$ cat src/rtl/sum_display_scan_pkg.sv
// ============================================================================
// Module : sum_display_pkg
// Brief  : Shared types and segment constants for the sum display scanner.
// Rev    : 1.0
// ============================================================================
`default_nettype none

package sum_display_pkg;

    typedef enum logic [1:0] {
        IDLE = 2'd0,
        CONV = 2'd1,
        SHOW = 2'd2
    } state_t;

    // Active-low {g,f,e,d,c,b,a}
    localparam logic [6:0] SEG_BLANK = 7'h7F;

    localparam logic [6:0] SEG_LUT [0:9] = '{
        7'b1000000, 7'b1111001, 7'b0100100, 7'b0110000, 7'b0011001,
        7'b0010010, 7'b0000010, 7'b1111000, 7'b0000000, 7'b0010000
    };

    localparam logic [2:0] DD_LAST_STEP = 3'd4;

endpackage

`default_nettype wire

$ cat src/rtl/sum_display_scan_if.sv
// ============================================================================
// Module : sum_display_scan_if
// Brief  : Load/result handshake and display pins of the sum display scanner.
// Rev    : 1.0
// ============================================================================
`default_nettype none

interface sum_display_scan_if;
    logic       load;
    logic [4:0] result;
    logic       busy;
    logic [6:0] seg;
    logic [1:0] an;

    modport master (output load, output result, input busy, input seg, input an);
    modport slave  (input load, input result, output busy, output seg, output an);
endinterface

`default_nettype wire

$ cat src/rtl/sum_display_scan_seg7_decoder.sv
// ============================================================================
// Module : seg7_decoder
// Brief  : BCD digit to active-low 7-segment pattern; non-BCD codes blank.
// Rev    : 1.0
// ============================================================================
`default_nettype none

module seg7_decoder
    import sum_display_pkg::*;
(
    input  logic [3:0] bcd,
    output logic [6:0] seg
);

    always_comb begin
        seg = SEG_BLANK;
        case (bcd)
            4'd0:    seg = SEG_LUT[0];
            4'd1:    seg = SEG_LUT[1];
            4'd2:    seg = SEG_LUT[2];
            4'd3:    seg = SEG_LUT[3];
            4'd4:    seg = SEG_LUT[4];
            4'd5:    seg = SEG_LUT[5];
            4'd6:    seg = SEG_LUT[6];
            4'd7:    seg = SEG_LUT[7];
            4'd8:    seg = SEG_LUT[8];
            4'd9:    seg = SEG_LUT[9];
            default: seg = SEG_BLANK;
        endcase
    end

endmodule

`default_nettype wire

$ cat src/rtl/sum_display_scan.sv
// ============================================================================
// Module : sum_display_scan
// Brief  : Captures a 5-bit sum, converts it to BCD by double-dabble and
//          scans it onto a 2-digit common-anode 7-segment display.
// Rev    : 1.0
// ============================================================================
`default_nettype none

module sum_display_scan
    import sum_display_pkg::*;
#(
    parameter int SCAN_DIV = 1000
)(
    input  wire              clk,
    input  wire              rst_n,
    sum_display_scan_if.slave bus
);

    localparam int CNT_W = $clog2(SCAN_DIV);
    localparam logic [CNT_W-1:0] PRESC_MAX = CNT_W'(SCAN_DIV - 1);

    state_t           r_state;
    state_t           w_state_next;
    logic             w_accept;
    logic             w_finish;

    logic [4:0]       r_shreg;
    logic [7:0]       r_bcd;
    logic [2:0]       r_step;
    logic             r_busy;
    logic [3:0]       r_tens;
    logic [3:0]       r_units;
    logic             r_shown;
    logic [CNT_W-1:0] r_presc;
    logic             r_sel;
    logic [6:0]       r_seg;
    logic [1:0]       r_an;

    logic [7:0]       w_bcd_adj;
    logic [7:0]       w_bcd_next;
    logic [4:0]       w_shreg_next;
    logic             w_dd_unused;
    logic [3:0]       w_digit;
    logic [6:0]       w_seg_dec;
    logic [6:0]       w_seg_next;
    logic [1:0]       w_an_next;

    always_comb begin
        w_state_next = r_state;
        w_accept     = 1'b0;
        w_finish     = 1'b0;
        case (r_state)
            IDLE, SHOW: begin
                if (bus.load) begin
                    w_accept     = 1'b1;
                    w_state_next = CONV;
                end
            end
            CONV: begin
                if (r_step == DD_LAST_STEP) begin
                    w_finish     = 1'b1;
                    w_state_next = SHOW;
                end
            end
            default: w_state_next = IDLE;
        endcase
    end

    always_ff @(posedge clk or negedge rst_n) begin
        if (!rst_n) r_state <= IDLE;
        else        r_state <= w_state_next;
    end

    // One shift/add-3 step: correct each nibble, then shift {bcd, shreg} left.
    always_comb begin
        w_bcd_adj[3:0] = (r_bcd[3:0] >= 4'd5) ? r_bcd[3:0] + 4'd3 : r_bcd[3:0];
        w_bcd_adj[7:4] = (r_bcd[7:4] >= 4'd5) ? r_bcd[7:4] + 4'd3 : r_bcd[7:4];
        {w_dd_unused, w_bcd_next, w_shreg_next} = {w_bcd_adj, r_shreg, 1'b0};
    end

    always_ff @(posedge clk or negedge rst_n) begin
        if (!rst_n) begin
            r_shreg <= '0;
            r_bcd   <= '0;
            r_step  <= '0;
            r_busy  <= 1'b0;
            r_tens  <= '0;
            r_units <= '0;
            r_shown <= 1'b0;
        end else if (w_accept) begin
            r_shreg <= bus.result;
            r_bcd   <= '0;
            r_step  <= '0;
            r_busy  <= 1'b1;
        end else if (r_state == CONV) begin
            r_shreg <= w_shreg_next;
            r_bcd   <= w_bcd_next;
            r_step  <= r_step + 3'd1;
            if (w_finish) begin
                r_tens  <= w_bcd_next[7:4];
                r_units <= w_bcd_next[3:0];
                r_shown <= 1'b1;
                r_busy  <= 1'b0;
            end
        end
    end

    always_ff @(posedge clk or negedge rst_n) begin
        if (!rst_n) begin
            r_presc <= '0;
            r_sel   <= 1'b0;
        end else if (r_shown) begin
            if (r_presc == PRESC_MAX) begin
                r_presc <= '0;
                r_sel   <= ~r_sel;
            end else begin
                r_presc <= r_presc + CNT_W'(1);
            end
        end
    end

    assign w_digit = r_sel ? r_tens : r_units;

    seg7_decoder u_dec (
        .bcd (w_digit),
        .seg (w_seg_dec)
    );

    // Leading-zero suppression on the tens digit.
    always_comb begin
        w_seg_next = SEG_BLANK;
        w_an_next  = 2'b11;
        if (r_shown) begin
            if (r_sel) begin
                w_an_next = 2'b01;
                if (r_tens != 4'd0) w_seg_next = w_seg_dec;
            end else begin
                w_an_next  = 2'b10;
                w_seg_next = w_seg_dec;
            end
        end
    end

    always_ff @(posedge clk or negedge rst_n) begin
        if (!rst_n) begin
            r_seg <= SEG_BLANK;
            r_an  <= 2'b11;
        end else begin
            r_seg <= w_seg_next;
            r_an  <= w_an_next;
        end
    end

    assign bus.busy = r_busy;
    assign bus.seg  = r_seg;
    assign bus.an   = r_an;

endmodule

`default_nettype wire
$ cat src/flat_wrapper.sv
// flat-port wrapper written by rule: the top's interface ports become plain ports
module sum_display_scan_flat import sum_display_pkg::*;
#(
    parameter int SCAN_DIV = 1000
)
  (clk, rst_n, bus_load, bus_result, bus_busy, bus_seg, bus_an);
  sum_display_scan_if bus_i ();
  input  wire clk;
  input  wire rst_n;
  input wire logic [$bits(bus_i.load)-1:0] bus_load;
  input wire logic [$bits(bus_i.result)-1:0] bus_result;
  output wire logic [$bits(bus_i.busy)-1:0] bus_busy;
  output wire logic [$bits(bus_i.seg)-1:0] bus_seg;
  output wire logic [$bits(bus_i.an)-1:0] bus_an;
  assign bus_i.load = bus_load;
  assign bus_i.result = bus_result;
  assign bus_busy = bus_i.busy;
  assign bus_seg = bus_i.seg;
  assign bus_an = bus_i.an;
  sum_display_scan #(.SCAN_DIV(SCAN_DIV)) u_core (.clk(clk), .rst_n(rst_n), .bus(bus_i));
endmodule
$ cat config.mk
export PLATFORM = sky130hd
export DESIGN_NAME = sum_display_scan_flat
export DESIGN_NICKNAME = d
export VERILOG_FILES = /design/src/rtl/sum_display_scan_pkg.sv /design/src/rtl/sum_display_scan_if.sv /design/src/rtl/sum_display_scan_seg7_decoder.sv /design/src/rtl/sum_display_scan.sv /design/src/flat_wrapper.sv
export SDC_FILE = /design/constraint.sdc
export NUM_CORES = 1
export LEC_CHECK = 0
export CAP_MARGIN = 20
export CELL_PAD_IN_SITES_DETAIL_PLACEMENT = 0
export CELL_PAD_IN_SITES_GLOBAL_PLACEMENT = 1
export CORE_ASPECT_RATIO = 0.8
export CORE_UTILIZATION = 41
export DETAILED_ROUTE_END_ITERATION = 10
export GPL_ROUTABILITY_DRIVEN = 0
export GPL_TIMING_DRIVEN = 0
export HOLD_SLACK_MARGIN = 0.06
export PLACE_DENSITY_LB_ADDON = 0.1
export SYNTH_ARGS = -nofsm -noshare
export SYNTH_HDL_FRONTEND = slang
export SYNTH_SLANG_ARGS = --single-unit
$ cat constraint.sdc
create_clock -name clk -period 1.5 [get_ports clk]
set_input_delay 0.3 -clock clk [delete_from_list [all_inputs] [get_ports clk]]
set_output_delay 0.3 -clock clk [all_outputs]
set_load 0.01 [all_outputs]
==> run_results.csv <==
group,metric,value,unit
status,outcome,"finished, violations left",
status,violations,"negative setup slack",
global_routing,antenna_found_initial,0,
synthesis,synth_area,0.00242,mm²
clocking,htree_levels,2,
cells_and_area,multi_input_area,0.00130,mm²
global_routing,grt.busiest_layer,"met2",
setup_path,required,1.76,ns
global_routing,grt.met2_usage,26.7,%
cells_and_area,instances_no_fill,358,
place,dp_hpwl,3200,µm
pwr,power_frac_seq,36.1,%
pwr,pwr-share-comb,49.3,%
min_path,hold_depth,2,
setup_path,worst-path-buf-inv,1,
floorplanning,start_util,43.4,%
setup_path,crit_path_start_kind,"register",
pwr,p_clk_share,14.6,%
clocking,path_clk_slew,0.09,ns
setup_path,ff2ff_path_depth,6,
pwr,intPower,4.02,mW
setup_path,crit_family,"compound AO/OA/AOI/OAI gates",
clocking,clock_tree.buffer_depth,2,
synthesis,ys_types,41,
setup_path,cp_max_fo,7,
cells_and_area,fin_area,0.00311,mm²
detailed_routing,finalWirelength,4990,µm
detailed_routing,vias_per_cell,5.01,
global_routing,grt_overflow,0,
sta,finalMaxSlewViolations,0,
sta,min_period,1.52,ns
floorplanning,die_area,0.00622,mm²
cells_and_area,final_nets,299,
sta,worstMarginPinSlew,0.543,ns
pwr,p_leak,1.36,nW
place,port_buffers,17,
synthesis,synthTopCellsByArea,"dfrtp_1, dfstp_2, ha_1",
floorplanning,io_pins,18,
clocking,cts_made_buffers,5,
synthesis,yosysTopAreaCell,"dfrtp_1",
global_routing,use_met1,25.4,%
global_routing,grt_pass1_wl,8450,µm
synthesis,yosys.area.top_type_share,40.3,%
detailed_routing,drc,0,
min_path,holdCritPathClass,"register to register",
pwr,vdd_ir_drop_max,0.00104,V
synthesis,syn_nets,259,
cells_and_area,drive_above_1_share,26.8,%
synthesis,yosysWarnings,0,
clocking,cts_root_buf,"clkbuf_8",
synthesis,avgSynthCellArea,10.1,µm²
detailed_routing,ant_nets,0,
sta,finalSetupViolations,2,
global_routing,grt_util_met3,4.67,%
setup_path,cp_num_cells,6,
setup_path,worstPathArrival,1.78,ns
sta,timing.fmax,657,MHz
clocking,clk_latency,0.30,ns
setup_path,max_stage_delay,0.35,ns
detailed_routing,wl_per_cell,13.9,µm
setup_path,cp-end-kind,"register",
floorplanning,core_area,0.00559,mm²
cells_and_area,fill_cells,509,
sta,hold_viol,0,
sta,finalClockSkew,0.00698,ns
setup_path,crit_slowest_cell,"dfrtp_1",
detailed_routing,first_pass_iters,4,
floorplanning,die_width,88.0,µm
setup_path,critical_path.cell_chain,"buf_6, mux2i_4, ha_2, nor2_1, o211a_1, o21ba_4",
place,placed_cell_area,0.00272,mm²
flow_run,cap_violations,0,
global_routing,grtUsageTotal,17.6,%
global_routing,grt_pass1_vias,1765,
synthesis,ys_ff_latch,48,
pwr,switchingPower,2.50,mW
cells_and_area,antenna_cells,0,
synthesis,seq_area_frac_synth,50.0,%
clocking,cts_tree,"yes",
setup_path,path_class,"register to register",
place,dp_cells,335,
sta,slew_headroom,63.8,%
cells_and_area,seq_area,0.00121,mm²
floorplanning,die_y,70.8,µm
detailed_routing,num_vias,1795,
clocking,clock-sinks,48,
detailed_routing,drtIter0Drc,54,
global_routing,grt_max_degree,26,
sta,rsz0062_at_grt,"true",
sta,finalCritPeriodShare,102,%
floorplanning,num_rows,24,
pwr,swShare,38.3,%
synthesis,syn_inst,239,
cells_and_area,utilization,55.6,%
cells_and_area,area_growth,28.2,%
pwr,p_per_area,2100,mW/mm²
sta,setup_ws,-0.0227,ns
==> per-stage QoR <==
stage / hold WS (ns) / power (mW) / setup TNS, ns / setup slack [ns]
after floorplan: 0.00441 / 4.11 / 0 / 0.0196
after detailed placement: 0.320 / 4.86 / -5.16 / -0.340
after global placement: 0.470 / 4.82 / -63.02 / -1.31
after CTS: 0.486 / 6.06 / -0.0278 / -0.0278
after global routing: 0.510 / 7.06 / -0.771 / -0.121
final: 0.478 / 6.52 / -0.0283 / -0.0227
==> tightest hold or removal path, delay by kind of cell, from the launching register on <==
kind | cells | cell delay (ns)
DFF | 1 | 0.35
and+or+nand+nor | 2 | 0.10
==> path summary, 6_finish.rpt <==
| check | slack, ns | to | from |
|---|---|---|---|
| max in group asynchronous | 0.46 | u_core.r_bcd[0]$_DFFE_PN0P_ | rst_n |
| max reg2reg | -0.02 | u_core.bus.seg[0]$_DFF_PN1_ | u_core.r_sel$_DFFE_PN0P_ |
| min reg2reg | 0.48 | u_core.bus.busy$_DFFE_PN0P_ | u_core.bus.busy$_DFFE_PN0P_ |
| min in group asynchronous | 0.50 | u_core.r_presc[4]$_DFFE_PN0P_ | rst_n |
| min | 0.48 | u_core.bus.busy$_DFFE_PN0P_ | u_core.bus.busy$_DFFE_PN0P_ |
| max | -0.02 | u_core.bus.seg[0]$_DFF_PN1_ | u_core.r_sel$_DFFE_PN0P_ |
==> logic make-up after synthesis <==
| group | after synthesis | synth area share, % |
|---|---|---|
| buffers and inverters | 20 | 3.51 |
| xor gates and xnor gates | 11 | 3.98 |
| and+or+nand+nor | 77 | 14.9 |
| AOI/OAI and AO/OA | 56 | 14.7 |
| DFF | 48 | 50.0 |
| adders and majority gates | 12 | 6.19 |
| muxes | 15 | 6.76 |
==> flip-flops by register name (all words and copies together), names as in the netlist <==
| register | flops |
|---|---|
| u_core.r_bcd | 8 |
| u_core.bus.busy | 1 |
| u_core.bus.seg | 7 |
| u_core.r_shreg | 5 |
| u_core.r_sel | 1 |
| u_core.r_tens | 4 |
| u_core.r_shown | 1 |
| u_core.r_state | 2 |
| u_core.bus.an | 2 |
| u_core.r_step | 3 |
| u_core.r_units | 4 |
| u_core.r_presc | 10 |
==> routing by layer <==
metal / vias up / routed length, µm
li1: 909 / -
met1: 861 / 2470
met2: 23 / 2380
met3: 2 / 121
met4: 0 / 17
met5: - / 0
==> power groups by stage <==
stage	clock network (mW)	logic (mW)	registers, mW
floorplan	0	1.82	2.28
global placement	0	2.51	2.31
detailed placement	0	2.54	2.32
CTS	0.992	2.75	2.32
global route	1.04	3.60	2.42
finish	0.950	3.21	2.35
==> Yosys cell counts, drive strengths merged <==
cell type / count
a211oi: 5
a21o: 2
a21oi: 12
a221oi: 1
a22o: 6
a31oi: 3
and2: 2
and3: 2
and4: 1
buf: 4
clkbuf: 3
dfrtp: 39
dfstp: 9
ha: 12
inv: 13
mux2: 5
mux2i: 10
nand2: 31
nand2b: 6
nand3: 5
nand3b: 1
nand4: 2
nand4b: 1
nor2: 18
nor2b: 5
nor3: 2
nor3b: 1
o211a: 1
o21a: 1
o21ai: 20
o21ba: 1
o221ai: 1
o22a: 2
o2bb2ai: 1
xnor2: 10
xor2: 1
==> layout by cell type, fill, tap and decap left out, types with 3 or more instances in the layout <==
cell type        netlist  final
a22o_1                 6      6
nand2b_1               6      5
ha_2                   0      3
clkbuf_8               0      5
buf_2                  2      3
dlygate4sd2_1          0     10
xnor2_1               10      9
nor2_2                 0      3
nand2_1               31     31
nor2b_1                5      4
clkdlybuf4s50_1        0      6
dfrtp_1               39     38
mux2i_1                9      7
mux2_4                 1      3
buf_4                  0     14
dfstp_2                9      9
inv_2                  0      4
inv_1                 13      9
a21oi_1               12     10
ha_4                   0      3
nand3_1                5      4
nor2_1                18     14
o21ai_0               20     15
a211oi_1               5      5
o21ai_2                0      4
a31oi_1                3      3
ha_1                  12      6
==> layout make-up <==
class                   instances  area share, %
inverters                      13           1.57
repair buffers                 33           9.26
plain buffers                   7           1.45
well taps                      78           3.14
flip-flops and latches         48           39.1
clock buffers                   5           2.22
multi-input cells             171           41.9
clock inverters                 3           1.37
==> timing repair <==
item                       CTS  global route
hold endpoints to repair    14             0
setup endpoints to repair   32            30
pin swaps                    3            15
gates resized for setup     29            33
hold buffers                 1             0
buffers inserted             9             5
Note: power is estimated with default switching activity, not from simulation.
